## config.mk

```make
export PLATFORM = sky130hd
export DESIGN_NAME = proc_bus_responder
export DESIGN_NICKNAME = d
export VERILOG_FILES = /design/src/rtl/proc_bus_pkg.sv /design/src/rtl/bus_timer.sv /design/src/rtl/proc_bus_responder.sv
export SDC_FILE = /design/constraint.sdc
export NUM_CORES = 2
export LEC_CHECK = 0
export BUFFER_PORTS_ARGS = -buffer_cell sky130_fd_sc_hd__buf_2
export CAP_MARGIN = 20
export CORE_UTILIZATION = 48
export DETAILED_ROUTE_END_ITERATION = 6
export HOLD_SLACK_MARGIN = 0.15
export MAX_ROUTING_LAYER = met4
export PLACE_DENSITY = 0.62
export SYNTH_ARGS = -nofsm -noshare
export SYNTH_HDL_FRONTEND = slang
export SYNTH_SLANG_ARGS = --single-unit
```

## constraint.sdc

```tcl
create_clock -name i_clk -period 2.8 [get_ports i_clk]
set_input_delay 0.56 -clock i_clk [delete_from_list [all_inputs] [get_ports i_clk]]
set_output_delay 0.56 -clock i_clk [all_outputs]
set_load 0.05 [all_outputs]
```

## src/rtl/proc_bus_pkg.sv

```systemverilog
// Shared constants for the proc2 bus responder: region codes, timer register
// indices and the registered read-select encoding.
package proc_bus_pkg;

  localparam logic [3:0] REG_RAM = 4'h0;
  localparam logic [3:0] REG_LED = 4'h1;
  localparam logic [3:0] REG_SW  = 4'h3;
  localparam logic [3:0] REG_TMR = 4'h4;

  localparam logic [1:0] TMR_COUNT  = 2'd0;
  localparam logic [1:0] TMR_STATUS = 2'd1;
  localparam logic [1:0] TMR_CTRL   = 2'd2;

  typedef enum logic [2:0] {
    SelNone,
    SelRam,
    SelLed,
    SelSw,
    SelTmr
  } sel_e;

  function automatic sel_e decode_region(input logic [3:0] region);
    sel_e sel;
    case (region)
      REG_RAM: sel = SelRam;
      REG_LED: sel = SelLed;
      REG_SW:  sel = SelSw;
      REG_TMR: sel = SelTmr;
      default: sel = SelNone;
    endcase
    return sel;
  endfunction

endpackage

```

## src/rtl/bus_timer.sv

```systemverilog
// 16-bit reload down-counter with a sticky expired flag that is cleared by a
// STATUS read; a new expiry on the clearing edge takes priority.
module bus_timer (
  input  logic        i_clk,
  input  logic        i_rst_n,
  input  logic        i_wr_count,
  input  logic        i_wr_ctrl,
  input  logic [15:0] i_wdata,
  input  logic        i_clr_expired,
  output logic [15:0] o_count,
  output logic        o_enable,
  output logic        o_expired
);

  logic [15:0] r_count, r_reload;
  logic        r_enable, r_expired;
  logic [15:0] w_count_d, w_reload_d;
  logic        w_enable_d, w_expired_d, w_expire;

  always_comb begin
    w_expire    = r_enable && (r_count == 16'd1);
    w_count_d   = r_count;
    w_reload_d  = r_reload;
    w_enable_d  = r_enable;
    w_expired_d = r_expired;
    // A COUNT write overrides both reload and decrement on the same edge.
    if (i_wr_count) begin
      w_count_d  = i_wdata;
      w_reload_d = i_wdata;
    end else if (w_expire) begin
      w_count_d = r_reload;
    end else if (r_enable && (r_count != 16'd0)) begin
      w_count_d = r_count - 16'd1;
    end
    if (i_wr_ctrl) begin
      w_enable_d = i_wdata[0];
    end
    if (w_expire) begin
      w_expired_d = 1'b1;
    end else if (i_clr_expired) begin
      w_expired_d = 1'b0;
    end
  end

  always_ff @(posedge i_clk or negedge i_rst_n) begin
    if (!i_rst_n) begin
      r_count   <= 16'd0;
      r_reload  <= 16'd0;
      r_enable  <= 1'b0;
      r_expired <= 1'b0;
    end else begin
      r_count   <= w_count_d;
      r_reload  <= w_reload_d;
      r_enable  <= w_enable_d;
      r_expired <= w_expired_d;
    end
  end

  assign o_count   = r_count;
  assign o_enable  = r_enable;
  assign o_expired = r_expired;

endmodule

```

## src/rtl/proc_bus_responder.sv

```systemverilog
// proc2 data-bus responder: decodes RAM, LED, switch and timer regions and
// returns read data on o_din one clock after the address.
module proc_bus_responder
  import proc_bus_pkg::*;
#(
  parameter int unsigned RAM_AW = 8,
  parameter int unsigned LED_W  = 10,
  parameter int unsigned SW_W   = 10
) (
  input  logic             i_clk,
  input  logic             i_rst_n,
  input  logic [15:0]      i_addr,
  input  logic [15:0]      i_dout,
  input  logic             i_w,
  output logic [15:0]      o_din,
  input  logic [SW_W-1:0]  i_sw,
  output logic [LED_W-1:0] o_ledr,
  output logic             o_irq
);

  localparam int unsigned RAM_DEPTH = 2 ** RAM_AW;

  sel_e              w_sel;
  logic [1:0]        w_tsub;
  logic [RAM_AW-1:0] w_ram_idx;
  logic              w_ram_we, w_led_we, w_tmr_wr_count, w_tmr_wr_ctrl, w_tmr_clr;
  logic [15:0]       w_tmr_count, w_tmr_rdata;
  logic              w_tmr_enable, w_tmr_expired;
  logic              w_unused;

  sel_e              r_sel;
  logic [15:0]       r_tmr_q;
  logic [15:0]       r_ram_q;
  logic [LED_W-1:0]  r_ledr;
  logic [SW_W-1:0]   r_sw_meta, r_sw_sync;
  logic [15:0]       r_mem [RAM_DEPTH];

  assign w_sel     = decode_region(i_addr[15:12]);
  assign w_tsub    = i_addr[1:0];
  assign w_ram_idx = i_addr[RAM_AW-1:0];
  assign w_unused  = ^i_addr[11:RAM_AW];

  assign w_ram_we       = i_w && (w_sel == SelRam);
  assign w_led_we       = i_w && (w_sel == SelLed);
  assign w_tmr_wr_count = i_w && (w_sel == SelTmr) && (w_tsub == TMR_COUNT);
  assign w_tmr_wr_ctrl  = i_w && (w_sel == SelTmr) && (w_tsub == TMR_CTRL);
  // Any access to STATUS is a read, so it clears regardless of W.
  assign w_tmr_clr      = (w_sel == SelTmr) && (w_tsub == TMR_STATUS);

  bus_timer u_timer (
    .i_clk         (i_clk),
    .i_rst_n       (i_rst_n),
    .i_wr_count    (w_tmr_wr_count),
    .i_wr_ctrl     (w_tmr_wr_ctrl),
    .i_wdata       (i_dout),
    .i_clr_expired (w_tmr_clr),
    .o_count       (w_tmr_count),
    .o_enable      (w_tmr_enable),
    .o_expired     (w_tmr_expired)
  );

  always_comb begin
    w_tmr_rdata = 16'h0000;
    case (w_tsub)
      TMR_COUNT:  w_tmr_rdata = w_tmr_count;
      TMR_STATUS: w_tmr_rdata = {15'd0, w_tmr_expired};
      TMR_CTRL:   w_tmr_rdata = {15'd0, w_tmr_enable};
      default:    w_tmr_rdata = 16'h0000;
    endcase
  end

  // Read-first single-port RAM; contents are deliberately not reset.
  always_ff @(posedge i_clk) begin
    if (w_ram_we) begin
      r_mem[w_ram_idx] <= i_dout;
    end
    r_ram_q <= r_mem[w_ram_idx];
  end

  always_ff @(posedge i_clk or negedge i_rst_n) begin
    if (!i_rst_n) begin
      r_sel     <= SelNone;
      r_tmr_q   <= 16'h0000;
      r_ledr    <= '0;
      r_sw_meta <= '0;
      r_sw_sync <= '0;
    end else begin
      r_sel     <= w_sel;
      r_tmr_q   <= w_tmr_rdata;
      r_sw_meta <= i_sw;
      r_sw_sync <= r_sw_meta;
      if (w_led_we) begin
        r_ledr <= i_dout[LED_W-1:0];
      end
    end
  end

  always_comb begin
    o_din = 16'h0000;
    case (r_sel)
      SelRam:  o_din = r_ram_q;
      SelLed:  o_din = 16'(r_ledr);
      SelSw:   o_din = 16'(r_sw_sync);
      SelTmr:  o_din = r_tmr_q;
      default: o_din = 16'h0000;
    endcase
  end

  assign o_ledr = r_ledr;
  assign o_irq  = w_tmr_expired;

endmodule

```

Word-level counts from Yosys, hierarchy flattened
Memory sizes are Yosys's and may differ from the RTL's. A register that Yosys moved wholly into a read port is not among the register bits.
Index checks and enable logic that the tools add are counted.
Operators by class
  $add $sub $neg: 1
  multiply operators: 0
  divide/modulo/power cells: 0
  magnitude comparators: 0
  equal/unequal tests: 13
  shifts and indexed selects: 0
  mux-type cells: 10
  bitwise gates (word level): 0
  reductions and logical operators: 13
Operators with widths (count)
  $pmux 16 s4: 1
  $mux 16: 3
  $pmux 16 s3: 1
  $eq 16x1->1 const B: 1
  $reduce_bool 16->1: 1
  $sub 16x1->16 const B: 1
  $pmux 3 s4: 1
  $eq 3x2->1 const B: 3
  $logic_and 1x1->1: 8
  $eq 3x1->1 const B: 2
  $eq 3x3->1 const B: 2
  $eq 4x1->1 const B: 1
  $eq 4x2->1 const B: 1
  $eq 4x3->1 const B: 1
  $logic_not 4->1: 1
  $mux 1: 4
  $reduce_bool 3->1: 1
  $eq 2x1->1 const B: 1
  $eq 2x2->1 const B: 1
  $logic_not 2->1: 1
  $reduce_bool 2->1: 1
Storage, ports and cells
  register bits: 83
  latch bits: 0
  bits in writable memories: 4096
  ROM bits: 0
  input port bits: 45
  output and inout bits: 27
  logic and storage cells: 47
  memories kept: 1
Memory list
  r_mem: words 256, bits a word 16, read ports 1, clocked after memory_dff 1, wr ports 1, line proc_bus_responder.sv:36  | logic [15:0] r_mem [RAM_DEPTH];

Logic depth before layout (Yosys ltp)
  depth after elaboration: 6
  depth in mapped cells: 11
  gate-level depth less buffers: 8

By module
A second synthesis with hierarchy kept.
Second synthesis, totals
  cell total of the unflattened synthesis: 7053
  area, all modules: 159056.3 um2
Modules (own cells, without submodules)
  proc_bus_responder: instances 1, cells an instance 6852, area an instance 157098.2 um2, sequential area each 124544.4 um2
  bus_timer: instances 1, cells an instance 201, area an instance 1958.1 um2, sequential area each 850.8 um2

Least setup slack after synthesis
No wires, ideal clock.
  kind: input to register
  from: in i_addr[0]
  to: mem r_mem[201][0], enable pin
  library setup time: 388 ps
  data arrival time: 2777 ps
  required time: 2412 ps
  setup slack: -366 ps
  stages on the path: 8
  buffers on the path: 5
  cells stage by stage: buf_2 buf_4 buf_2 buf_2 nor3b_1 nand2_1 clkbuf_1 nor2_1
RTL lines
  start: declaration: line proc_bus_responder.sv:12  | input logic [15:0] i_addr,
  end: declaration: line proc_bus_responder.sv:36
No word-level cell before the write port.

Worst setup path after layout
  from: reg r_sel[0]
  to: out o_din[1]
Between the ends
  longest elaborated chain between the ends: 2
  elaborated cells between the ends (all ways): 5
  classes of those cells: eq/ne (4); mux (1)
RTL lines
  start: declaration: line proc_bus_responder.sv:31  | sel_e r_sel;
  start signal: assignment: line proc_bus_responder.sv:82  | r_sel <= SelNone;
  start signal: assignment: line proc_bus_responder.sv:88  | r_sel <= w_sel;
  $eq 3x3->1 (tied with other cells): line proc_bus_responder.sv:100  | case (r_sel)
  $pmux 16 s4 (*): line proc_bus_responder.sv:100
  end: declaration: line proc_bus_responder.sv:15  | output logic [15:0] o_din,
Mark *: on every way between the ends. The rest lies on a longest branch, timed or not.

==> metrics.txt <==
clock sink count=4195; drt first pass iters=5; crit-path most repeated cell=buf_12; Tmin final=3.16 ns; CP delay by family, top=flip-flops; Critical Path Start Type=register; normalized max-slew margin=39.5%; Post-DRT Antenna Nets=0; drt first-iter violations=10200; ys async rst share=1.98%; IO buf count=67; H-tree depth=5; Yosys reg bits=4195; max-cap viol count=0; Leakage=0.0607 uW; unrepaired setup endpoints after global routing=true; gr usage total=26.1%; initial antenna violation count=30; mux cell area share after synthesis=14.7%; WP buf/inv=2; average wire per standard cell=32.8 um; CTS clk-pin slew, worst paths=0.06 ns; Inserted Clock Buffers=416; Synth cell types=49; adder-cell share of the synthesized area=0.0158%; std cell rows=210; Power Total=131000 uW; FILL cells=23200; clk_lat worst skew=0.98 ns; starting density of the core=48.4%; final cycle utilization of the critical path=113%; Setup Skew=0.0609 ns; clock buffer depth=4; peak supply drop=0.000598 V; sequential element share of the synthesized area=79.0%; Crit Path Category=reg2out; via-per-instance ratio=6.23; Die Span Y=577 um; Worst Setup End Kind=output port; pin count of the biggest net entering global routing=96; Pwr per Cell Area=686 nW/um2; final number of max-transition violations=0; crit path from=r_sel[0]$_DFF_PN0_; yosys warns=0; layout cells sized above 1=34.9%; core footprint=328000 um2; Syn Area/Cell=22.5 um2; status=finished, violations left; Mapped Nets=7114; Hold Vio Cnt, Final=0; CTS Root Cell=clkbuf_16; Layout area overhead=20.4%; global placer's final weighted congestion=0.869; via count of the first global-routing pass=80100; setup violators final=15; CP max stage cell=dfrtp_2; setup TNS=-3.52 ns; number of flops mapped to enable cells by yosys=4096; Compound-Gate Fraction of Synth Area=3.85%; Critical Path AT=2.60 ns; CTS tree=yes; HPWL after DPL=265000 um; worst stage delay on the critical path=0.54 ns; via count=80400; number of remaining DRC errors=0; failing checks=negative setup slack; crit-path cells=buf_12, mux2_4, a22oi_2, o21ai_4, buf_12; synthesized instance count=7067; FMAX=0.317 GHz; I/O pin count=72; xor/xnor share of the synthesized area=0.0717%; die width=577 um; DRT Wirelength=423000 um; post-synthesis simple-gate area fraction=1.29%; mapped cell area=159000 um2; largest family of logic cells by synthesized area=multiplexers; worst slew pin tran=0.905 ns; grt ovf=0; critical path peak fanout=7; Die ar.=333000 um2; Hold Path Class=in2async; first-pass GRT wire length=597000 um; worst reg2reg path startpoint=r_mem[191][9]$_DFFE_PP_; WP data required=2.24 ns; Final nets=8259; Primary FF master, synth=edfxtp_1; final setup margin=-0.356 ns
-- through the flow --
| stage | instance area (um2) | cells | setup slack (ns) | utilization, % | hold slack (ns) |
|---|---|---|---|---|---|
| floorplan | 159000 | 7067 | -0.215 | - | 0.264 |
| global placement | 177000 | 12100 | -1.66 | 54.0 | 0.340 |
| detailed placement | 177000 | 12100 | -1.11 | 54.0 | 0.340 |
| CTS | 191000 | 12900 | -0.404 | 58.2 | 0.160 |
| global route | 191000 | 12900 | -0.423 | 58.2 | 0.199 |
| finish | 191000 | 12900 | -0.356 | 58.2 | 0.197 |
-- layer usage --
layer / global-route usage, % / vias up / wire, um
met5: - / - / 0
met4: 8.00 / 0 / 13700
met3: 3.59 / 592 / 35300
met2: 39.7 / 3935 / 202000
met1: 37.1 / 43300 / 172000
li1: - / 32600 / -
-- cell type report --
type / instances / area [um2] / share of cell area (%)
timing repair buffer: 1158 / 14200 / 7.43
sequential: 4195 / 125000 / 65.6
clock buffer: 526 / 11100 / 5.80
tap: 4346 / 5440 / 2.85
antenna: 11 / 27.5 / 0.0144
inverter: 5 / 18.8 / 0.00982
multi-input combinational: 2436 / 32900 / 17.2
clock inverter: 230 / 2070 / 1.08
-- path summary, 6_finish.rpt --
kind | cells after the start | to | slack [ns]
min in group i_clk | 5 | r_ram_q[3]$_DFF_P_ | 0.22
worst min-delay path | 3 | r_tmr_q[6]$_DFF_PN0_ | 0.20
worst max register to register | 7 | r_ram_q[9]$_DFF_P_ | 0.12
worst max-delay path | 5 | o_din[1] | -0.36
worst min register to register | 0 | r_sw_sync[4]$_DFF_PN0_ | 0.34
max in group asynchronous | 3 | r_sw_meta[5]$_DFF_PN0_ | 1.35
-- sequential cells by signal (all words and copies together) (netlist names) --
signal / flops
r_mem: 4096
r_ram_q: 16
r_tmr_q: 16
u_timer.o_count: 16
u_timer.r_reload: 16
o_ledr: 10
r_sw_meta: 10
r_sw_sync: 10
r_sel: 3
u_timer.o_enable: 1
u_timer.o_expired: 1
-- cell families (layout without fill, tap and decap cells) --
family / count (synthesis) / in the layout
other cells: 0 / 11
buf+inv: 436 / 1919
xor+xnor: 13 / 13
mux: 1047 / 1047
simple gates: 479 / 479
fa+ha+maj: 2 / 2
flops: 4195 / 4195
compound gates: 895 / 895
-- synthesized netlist by cell type, types with 3 or more instances --
library cell,count,area share (%)
dfxtp_1,16,0.20
a31oi_1,8,0.032
mux4_2,1024,15
edfxtp_1,4096,77
o21ai_0,17,0.054
o41ai_1,64,0.35
buf_1,53,0.13
nor2_1,286,0.68
a22oi_1,528,2.5
nor3_1,7,0.022
buf_2,118,0.37
inv_1,5,0.012
nand2_1,106,0.25
xnor2_1,8,0.044
nand2b_1,4,0.016
dfrtp_1,83,1.3
o211ai_1,6,0.028
nor2b_1,11,0.043
a21oi_1,260,0.82
mux2_2,21,0.15
or4_1,5,0.024
and2_1,17,0.067
nand3_1,6,0.019
or2_2,4,0.016
or4_4,3,0.021
nor3b_1,3,0.014
nand4_1,16,0.063
xor2_1,5,0.028
clkbuf_1,259,0.61
-- worst min-delay path: stages --
cell           delay [ns]
dlygate4sd3_1        0.53
buf_4                0.16
buf_12               0.25
-- report_power, final --
part | switching (uW) | leakage (uW) | internal, uW | total (uW)
logic | 4500 | 0.0164 | 3010 | 7510
registers | 317 | 0.0379 | 69100 | 69400
clock network | 23500 | 0.00640 | 30800 | 54200
total | 28300 | 0.0607 | 103000 | 131000
-- layout by cell type, fill, tap and decap left out, types with 19 or more instances in the layout --
cell type | Yosys | routed
a21oi_1 | 260 | 260
a22oi_1 | 528 | 515
buf_12 | 0 | 424
buf_2 | 118 | 32
buf_4 | 1 | 635
buf_8 | 0 | 19
bufinv_16 | 0 | 30
clkbuf_1 | 259 | 92
clkbuf_16 | 0 | 423
clkinv_1 | 0 | 86
clkinv_2 | 0 | 69
clkinvlp_4 | 0 | 20
dfrtp_1 | 83 | 82
dlygate4sd3_1 | 0 | 36
edfxtp_1 | 4096 | 4096
mux4_2 | 1024 | 1024
nand2_1 | 106 | 81
nor2_1 | 286 | 161
nor2_2 | 0 | 74
nor2_4 | 0 | 51
o41ai_1 | 64 | 23
o41ai_2 | 0 | 37
-- what timing repair did --
item,4_1_cts,5_1_grt
pin swaps,14,15
setup endpoints to repair,22,29
buffers inserted,1,0
gates cloned,1,0
hold buffers,36,0
endpoints found under the hold margin,620,0
gates resized for setup,91,17
Power figures use the tool's default switching activity.
